**config.mk**
```make
export PLATFORM = sky130hd
export DESIGN_NAME = arp_reply_tx
export DESIGN_NICKNAME = d
export VERILOG_FILES = /design/src/rtl/arp_pkg.sv /design/src/rtl/arp_reply_tx.sv
export SDC_FILE = /design/constraint.sdc
export NUM_CORES = 1
export LEC_CHECK = 0
export CAP_MARGIN = 25
export CORE_MARGIN = 2
export CORE_UTILIZATION = 53
export DETAILED_ROUTE_END_ITERATION = 6
export PLACE_DENSITY = 0.93
export RECOVER_POWER = 25
export REMOVE_ABC_BUFFERS = 1
export SYNTH_ARGS = -nofsm -noshare
export SYNTH_HDL_FRONTEND = slang
export SYNTH_SLANG_ARGS = --single-unit
```
**constraint.sdc**
```tcl
create_clock -name clk -period 3 [get_ports clk]
set_input_delay 0.45 -clock clk [delete_from_list [all_inputs] [get_ports clk]]
set_output_delay 0.45 -clock clk [all_outputs]
set_load 0.01 [all_outputs]
```
**src/rtl/arp_pkg.sv**
```systemverilog
`default_nettype none
// ============================================================================
//  Module      : arp_pkg
//  Description : Shared ARP constants, types and the transmit word mux.
//  Revision    : 1.0 - initial release
// ============================================================================
package arp_pkg;

    localparam logic [15:0] HTYPE_ETH  = 16'h0001;
    localparam logic [15:0] PTYPE_IPV4 = 16'h0800;
    localparam logic [7:0]  HLEN       = 8'h06;
    localparam logic [7:0]  PLEN       = 8'h04;
    localparam logic [15:0] OPER_REQ   = 16'h0001;
    localparam logic [15:0] OPER_REP   = 16'h0002;
    localparam int          ARP_WORDS  = 7;

    typedef enum logic [0:0] {
        KIND_REQUEST = 1'b0,
        KIND_REPLY   = 1'b1
    } arp_kind_t;

    typedef enum logic [0:0] {
        ST_IDLE = 1'b0,
        ST_SEND = 1'b1
    } tx_state_t;

    // 28-byte ARP body packed into seven big-endian 32-bit words.
    function automatic logic [31:0] arp_word(
        input logic [2:0]  idx,
        input arp_kind_t   kind,
        input logic [47:0] sha,
        input logic [31:0] spa,
        input logic [47:0] tha,
        input logic [31:0] tpa
    );
        logic [15:0] oper;
        logic [31:0] word;
        oper = (kind == KIND_REPLY) ? OPER_REP : OPER_REQ;
        case (idx)
            3'd0:    word = {HTYPE_ETH, PTYPE_IPV4};
            3'd1:    word = {HLEN, PLEN, oper};
            3'd2:    word = sha[47:16];
            3'd3:    word = {sha[15:0], spa[31:16]};
            3'd4:    word = {spa[15:0], tha[47:32]};
            3'd5:    word = tha[31:0];
            3'd6:    word = tpa;
            default: word = 32'h0;
        endcase
        return word;
    endfunction

endpackage
`default_nettype wire

```
**src/rtl/arp_reply_tx.sv**
```systemverilog
`default_nettype none
// ============================================================================
//  Module      : arp_reply_tx
//  Description : Streams ARP reply/request packets as seven 32-bit words.
//  Revision    : 1.0 - initial release
// ============================================================================
module arp_reply_tx
    import arp_pkg::*;
#(
    parameter logic [47:0] MY_MAC = 48'h0010A47BEA80,
    parameter logic [31:0] MY_IP  = 32'hC0A80102
) (
    input  logic        clk,
    input  logic        reset,
    input  logic        send_en,
    input  logic [31:0] send_ip_addr,
    input  logic [47:0] send_mac_addr,
    input  logic        req_en,
    input  logic [31:0] req_ip_addr,
    output logic        reply_ready,
    output logic        req_ready,
    output logic [31:0] tx_data,
    output logic        tx_valid,
    input  logic        tx_ready,
    output logic        tx_sop,
    output logic        tx_eop
);

    localparam logic [2:0] C_LAST = 3'(ARP_WORDS - 1);

    tx_state_t   r_state;
    logic [2:0]  r_cnt;
    arp_kind_t   r_kind;
    logic [31:0] r_ip;
    logic [47:0] r_mac;
    logic        r_pend;
    logic [31:0] r_pend_ip;

    logic        w_idle;
    logic        w_handshake;
    logic        w_last;
    logic        w_start;
    logic        w_pend_set;
    arp_kind_t   w_start_kind;
    logic [31:0] w_start_ip;
    logic [47:0] w_start_mac;
    logic [2:0]  w_cnt_nxt;

    assign w_idle      = (r_state == ST_IDLE);
    assign reply_ready = w_idle;
    assign req_ready   = w_idle || !r_pend;

    assign w_handshake = tx_valid && tx_ready;
    assign w_last      = (r_cnt == C_LAST);
    assign w_cnt_nxt   = r_cnt + 3'd1;

    // A packet starts from IDLE on any pulse, or back-to-back after the final
    // word when a request is pending or arrives in that same cycle.
    assign w_start = w_idle ? (send_en || req_en)
                            : (w_handshake && w_last && (r_pend || req_en));

    assign w_start_kind = (w_idle && send_en) ? KIND_REPLY : KIND_REQUEST;
    assign w_start_ip   = w_idle ? (send_en ? send_ip_addr : req_ip_addr)
                                 : (r_pend ? r_pend_ip : req_ip_addr);
    assign w_start_mac  = (w_idle && send_en) ? send_mac_addr : 48'h0;

    // A request is parked when it loses to a reply or arrives mid-packet.
    assign w_pend_set = req_en && !r_pend &&
                        (w_idle ? send_en : !(w_handshake && w_last));

    always_ff @(posedge clk) begin
        if (reset) begin
            r_state   <= ST_IDLE;
            r_cnt     <= '0;
            r_kind    <= KIND_REQUEST;
            r_ip      <= '0;
            r_mac     <= '0;
            r_pend    <= 1'b0;
            r_pend_ip <= '0;
            tx_valid  <= 1'b0;
            tx_sop    <= 1'b0;
            tx_eop    <= 1'b0;
            tx_data   <= '0;
        end else begin
            if (w_start) begin
                r_state  <= ST_SEND;
                r_cnt    <= '0;
                r_kind   <= w_start_kind;
                r_ip     <= w_start_ip;
                r_mac    <= w_start_mac;
                tx_valid <= 1'b1;
                tx_sop   <= 1'b1;
                tx_eop   <= 1'b0;
                tx_data  <= arp_word(3'd0, w_start_kind, MY_MAC, MY_IP,
                                     w_start_mac, w_start_ip);
            end else if (w_handshake && w_last) begin
                r_state  <= ST_IDLE;
                r_cnt    <= '0;
                tx_valid <= 1'b0;
                tx_sop   <= 1'b0;
                tx_eop   <= 1'b0;
                tx_data  <= '0;
            end else if (w_handshake) begin
                r_cnt   <= w_cnt_nxt;
                tx_sop  <= 1'b0;
                tx_eop  <= (w_cnt_nxt == C_LAST);
                tx_data <= arp_word(w_cnt_nxt, r_kind, MY_MAC, MY_IP, r_mac, r_ip);
            end

            if (w_pend_set) begin
                r_pend    <= 1'b1;
                r_pend_ip <= req_ip_addr;
            end else if (w_start && !w_idle) begin
                r_pend <= 1'b0;
            end
        end
    end

endmodule
`default_nettype wire

```
==> summary.md <==
| Metric | Value |
|---|---|
| Clock Latency Late Sink | `430 ps` |
| Final ANT Viol Nets | `0` |
| Nets@finish | `926` |
| Power Density | `621 nW/um2` |
| Largest net degree at the start of global routing | `60` |
| Max Cap Viol | `0` |
| Rel. slew slack | `about 33%` |
| CP peak stage delay | `790 ps` |
| Critical path peak fanout | `31` |
| CP Data Required Time | `3370 ps` |
| Type of the worst min-delay path | `input pin to flop` |
| Cell count after placement | `between 900 and 1000` |
| Clock buffer depth | `2` |
| 1st-iter DRT viols | `between 600 and 700` |
| Die W | `112 um` |
| Hold buffer count at cts | `0` |
| Initial antenna violation count | `1` |
| Post-Synthesis Cells | `between 600 and 700` |
| Register area | `a little over 3000 um2` |
| TritonCTS clock tree | `built` |
| Clk pin slew, worst setup/hold paths | `60 ps` |
| WHS | `442 ps` |
| DIE AREA | `12600 um2` |
| Root Buffer | `clkbuf_16` |
| Via-to-Cell Ratio | `roughly 6.4` |
| Final setup margin | `125 ps` |
| Total track usage | `30.8%` |
| Final Total Pwr | `5.26 mW` |
| Final hold viol count | `0` |
| Multi-input gate area | `approximately 2900 um2` |
| Crit start category | `flop` |
| Min Tclk post-route | `2880 ps` |
| Outcome | `complete, no violations` |
| Worst Setup Path Type | `flop to flop` |
| Critical path's slowest cell | `nor4_4` |
| Seq cells post-synth | `between 150 and 200` |
| Non-filler cells, final | `between 900 and 1000` |
| Worst Skew | `7.03 ps` |
| Most frequent cells in the layout | `dfxtp_1 (152), clkdlybuf4s50_1 (118), nand2_1 (114), a22o_1 (63), a21oi_1 (50)` |
| Worst Hold Depth | `2` |
| Fmax | `348 MHz` |
| Ys Warns | `0` |
| Post-synth EDFFs | `0` |
| Syn avg cell area | `9.13 um2` |
| Gr ovfl total | `0` |
| Leak Pwr | `3.29 nW` |
| R2R depth | `5` |
| Final Cycle Share | `95.8%` |
| DP HPWL | `between 10 and 15 mm` |
| Top Ports | `154` |
| Most common cell after layout, fill and taps aside | `dfxtp_1` |
| Total wire length | `19.8 mm` |
| CP startpoint | `r_cnt[0]` |
| Layout cells sized above 1 | `7.23%` |
| CTS sink cnt | `152` |
| Starting Density | `54.2%` |
| CP cell instances | `ha_1 -> xnor2_4 -> a21boi_2 -> nor4_4 -> a32o_1` |
| Fillers | `725` |
| Setup_tns | `0 ps` |
| Core Region | `11400 um2` |
| # rows | `39` |
| Setup violators final | `0` |
| Netlist cell types | `49` |
| GP Congestion | `0.871` |
| First-pass GRT wire length | `slightly above 30 mm` |
| Sequential-to-total area share from yosys stat | `49.2%` |
| Slew @ Worst Pin | `994 ps` |
| Post-route DRC | `0` |
| Area growth syn-to-layout | `36.9%` |
| Post-CTS Setup Inserts | `0` |
| Worst hold start | `reset` |
| Num CTS Buffers | `17` |
| CTS H-tree depth | `4` |
| Peak supply drop | `0.00109 V` |
| RSZ-0062 raised after global routing | `false` |
| Pre-CTS setup slack | `284 ps` |
| Slew Viols, Final | `0` |
| Die Y | `112 um` |
| Vias | `6174` |
| # resized after CTS | `0` |
| Vias in the first global route | `6269` |
| Mapped Area | `~6200 um2` |
| Ys flop type | `dfxtp_1` |
| IO Port Bufs | `153` |
| Post-DR wirelength/cell | `20.6 um` |
| Crit. End Element | `flop` |
| Reg2reg start | `r_cnt[0]` |
| Fraction of registers with async set/reset | `0%` |
| First-pass DRT Iterations | `7` |
| Crit path arrival time | `3240 ps` |
-- path summary, 6_finish.rpt --
| kind | to | slack, ps |
|---|---|---|
| setup / recovery | tx_data[5] | 120 |
| hold / removal | r_pend_ip[5] | 440 |
| setup reg to reg | tx_data[5] | 120 |
| hold reg to reg | r_pend_ip[12] | 460 |
-- stage by stage --
| stage | utilization, % | cell area [um2] |
|---|---|---|
| after global routing | 74.2 | 8470 |
| after detailed placement | 68.4 | 7810 |
| final | 74.2 | 8470 |
| after floorplan | - | 5900 |
| after global placement | 68.4 | 7810 |
| after CTS | 74.4 | 8490 |
-- synth_stat cells, types with 3 or more instances --
cell type    n  area share [%]
nand2b_1     3            0.30
a21oi_1     50             4.0
nor2b_1      3            0.30
inv_1       11            0.67
buf_4        3            0.36
a31oi_1      4            0.40
a221oi_1     6            0.85
ha_1         6             1.2
mux2i_1      3            0.49
a311oi_1    32             4.5
o211a_1      3            0.49
o21ai_0     16             1.3
a32o_1       6            0.97
dfxtp_1    152              49
nor2_1      46             2.8
clkbuf_1    32             1.9
nand3_1     12            0.97
nand2_1    114             6.9
buf_2       25             2.0
a22o_1      63             8.9
a222oi_1     6            0.97
a22oi_1     40             4.9
nor3_1       7            0.57
-- flip-flops by register name (all words and copies together), names as in the netlist --
name,flops
r_cnt,3
tx_sop,1
tx_data,32
r_state,1
r_pend_ip,32
r_kind,1
r_ip,32
r_pend,1
r_mac,48
tx_eop,1
-- report_power, final --
group	switching (mW)	internal, mW
clock	0.846	1.62
combinational	0.307	0.288
sequential	0.0703	2.13
-- cell type report --
| class | count | share of cell area [%] |
|---|---|---|
| clock inverters | 12 | 2.60 |
| clock buffers | 20 | 5.51 |
| flip-flops and latches | 152 | 35.9 |
| diodes | 1 | 0.0295 |
| well taps | 143 | 2.11 |
| inverters | 11 | 0.487 |
| multi-input cells | 452 | 33.7 |
| repair buffers | 169 | 19.7 |
-- cell families after synthesis --
family,count (synthesis),synth area share [%]
buf+inv,74,5.30
simple gates,198,13.6
mux,3,0.485
xor+xnor,4,0.991
compound gates,241,29.2
fa+ha+maj,6,1.21
flops,152,49.2
-- layer usage --
layer / track usage (%) / share of wire (%) / vias to the layer above
met2: 51.2 / 50 / 416
met5: 0 / 0 / -
met4: 18.8 / 4.3 / 0
li1: - / - / 2748
met3: 7.94 / 10 / 79
met1: 35.8 / 36 / 2931
-- critical path, delay by kind of cell, from the launching register on --
kind / cells / cell delay (ps)
flops: 1 / 370
compound gates: 2 / 520
xor+xnor: 1 / 770
simple gates: 1 / 790
fa+ha+maj: 1 / 350
(Power assumes the default switching activity.)
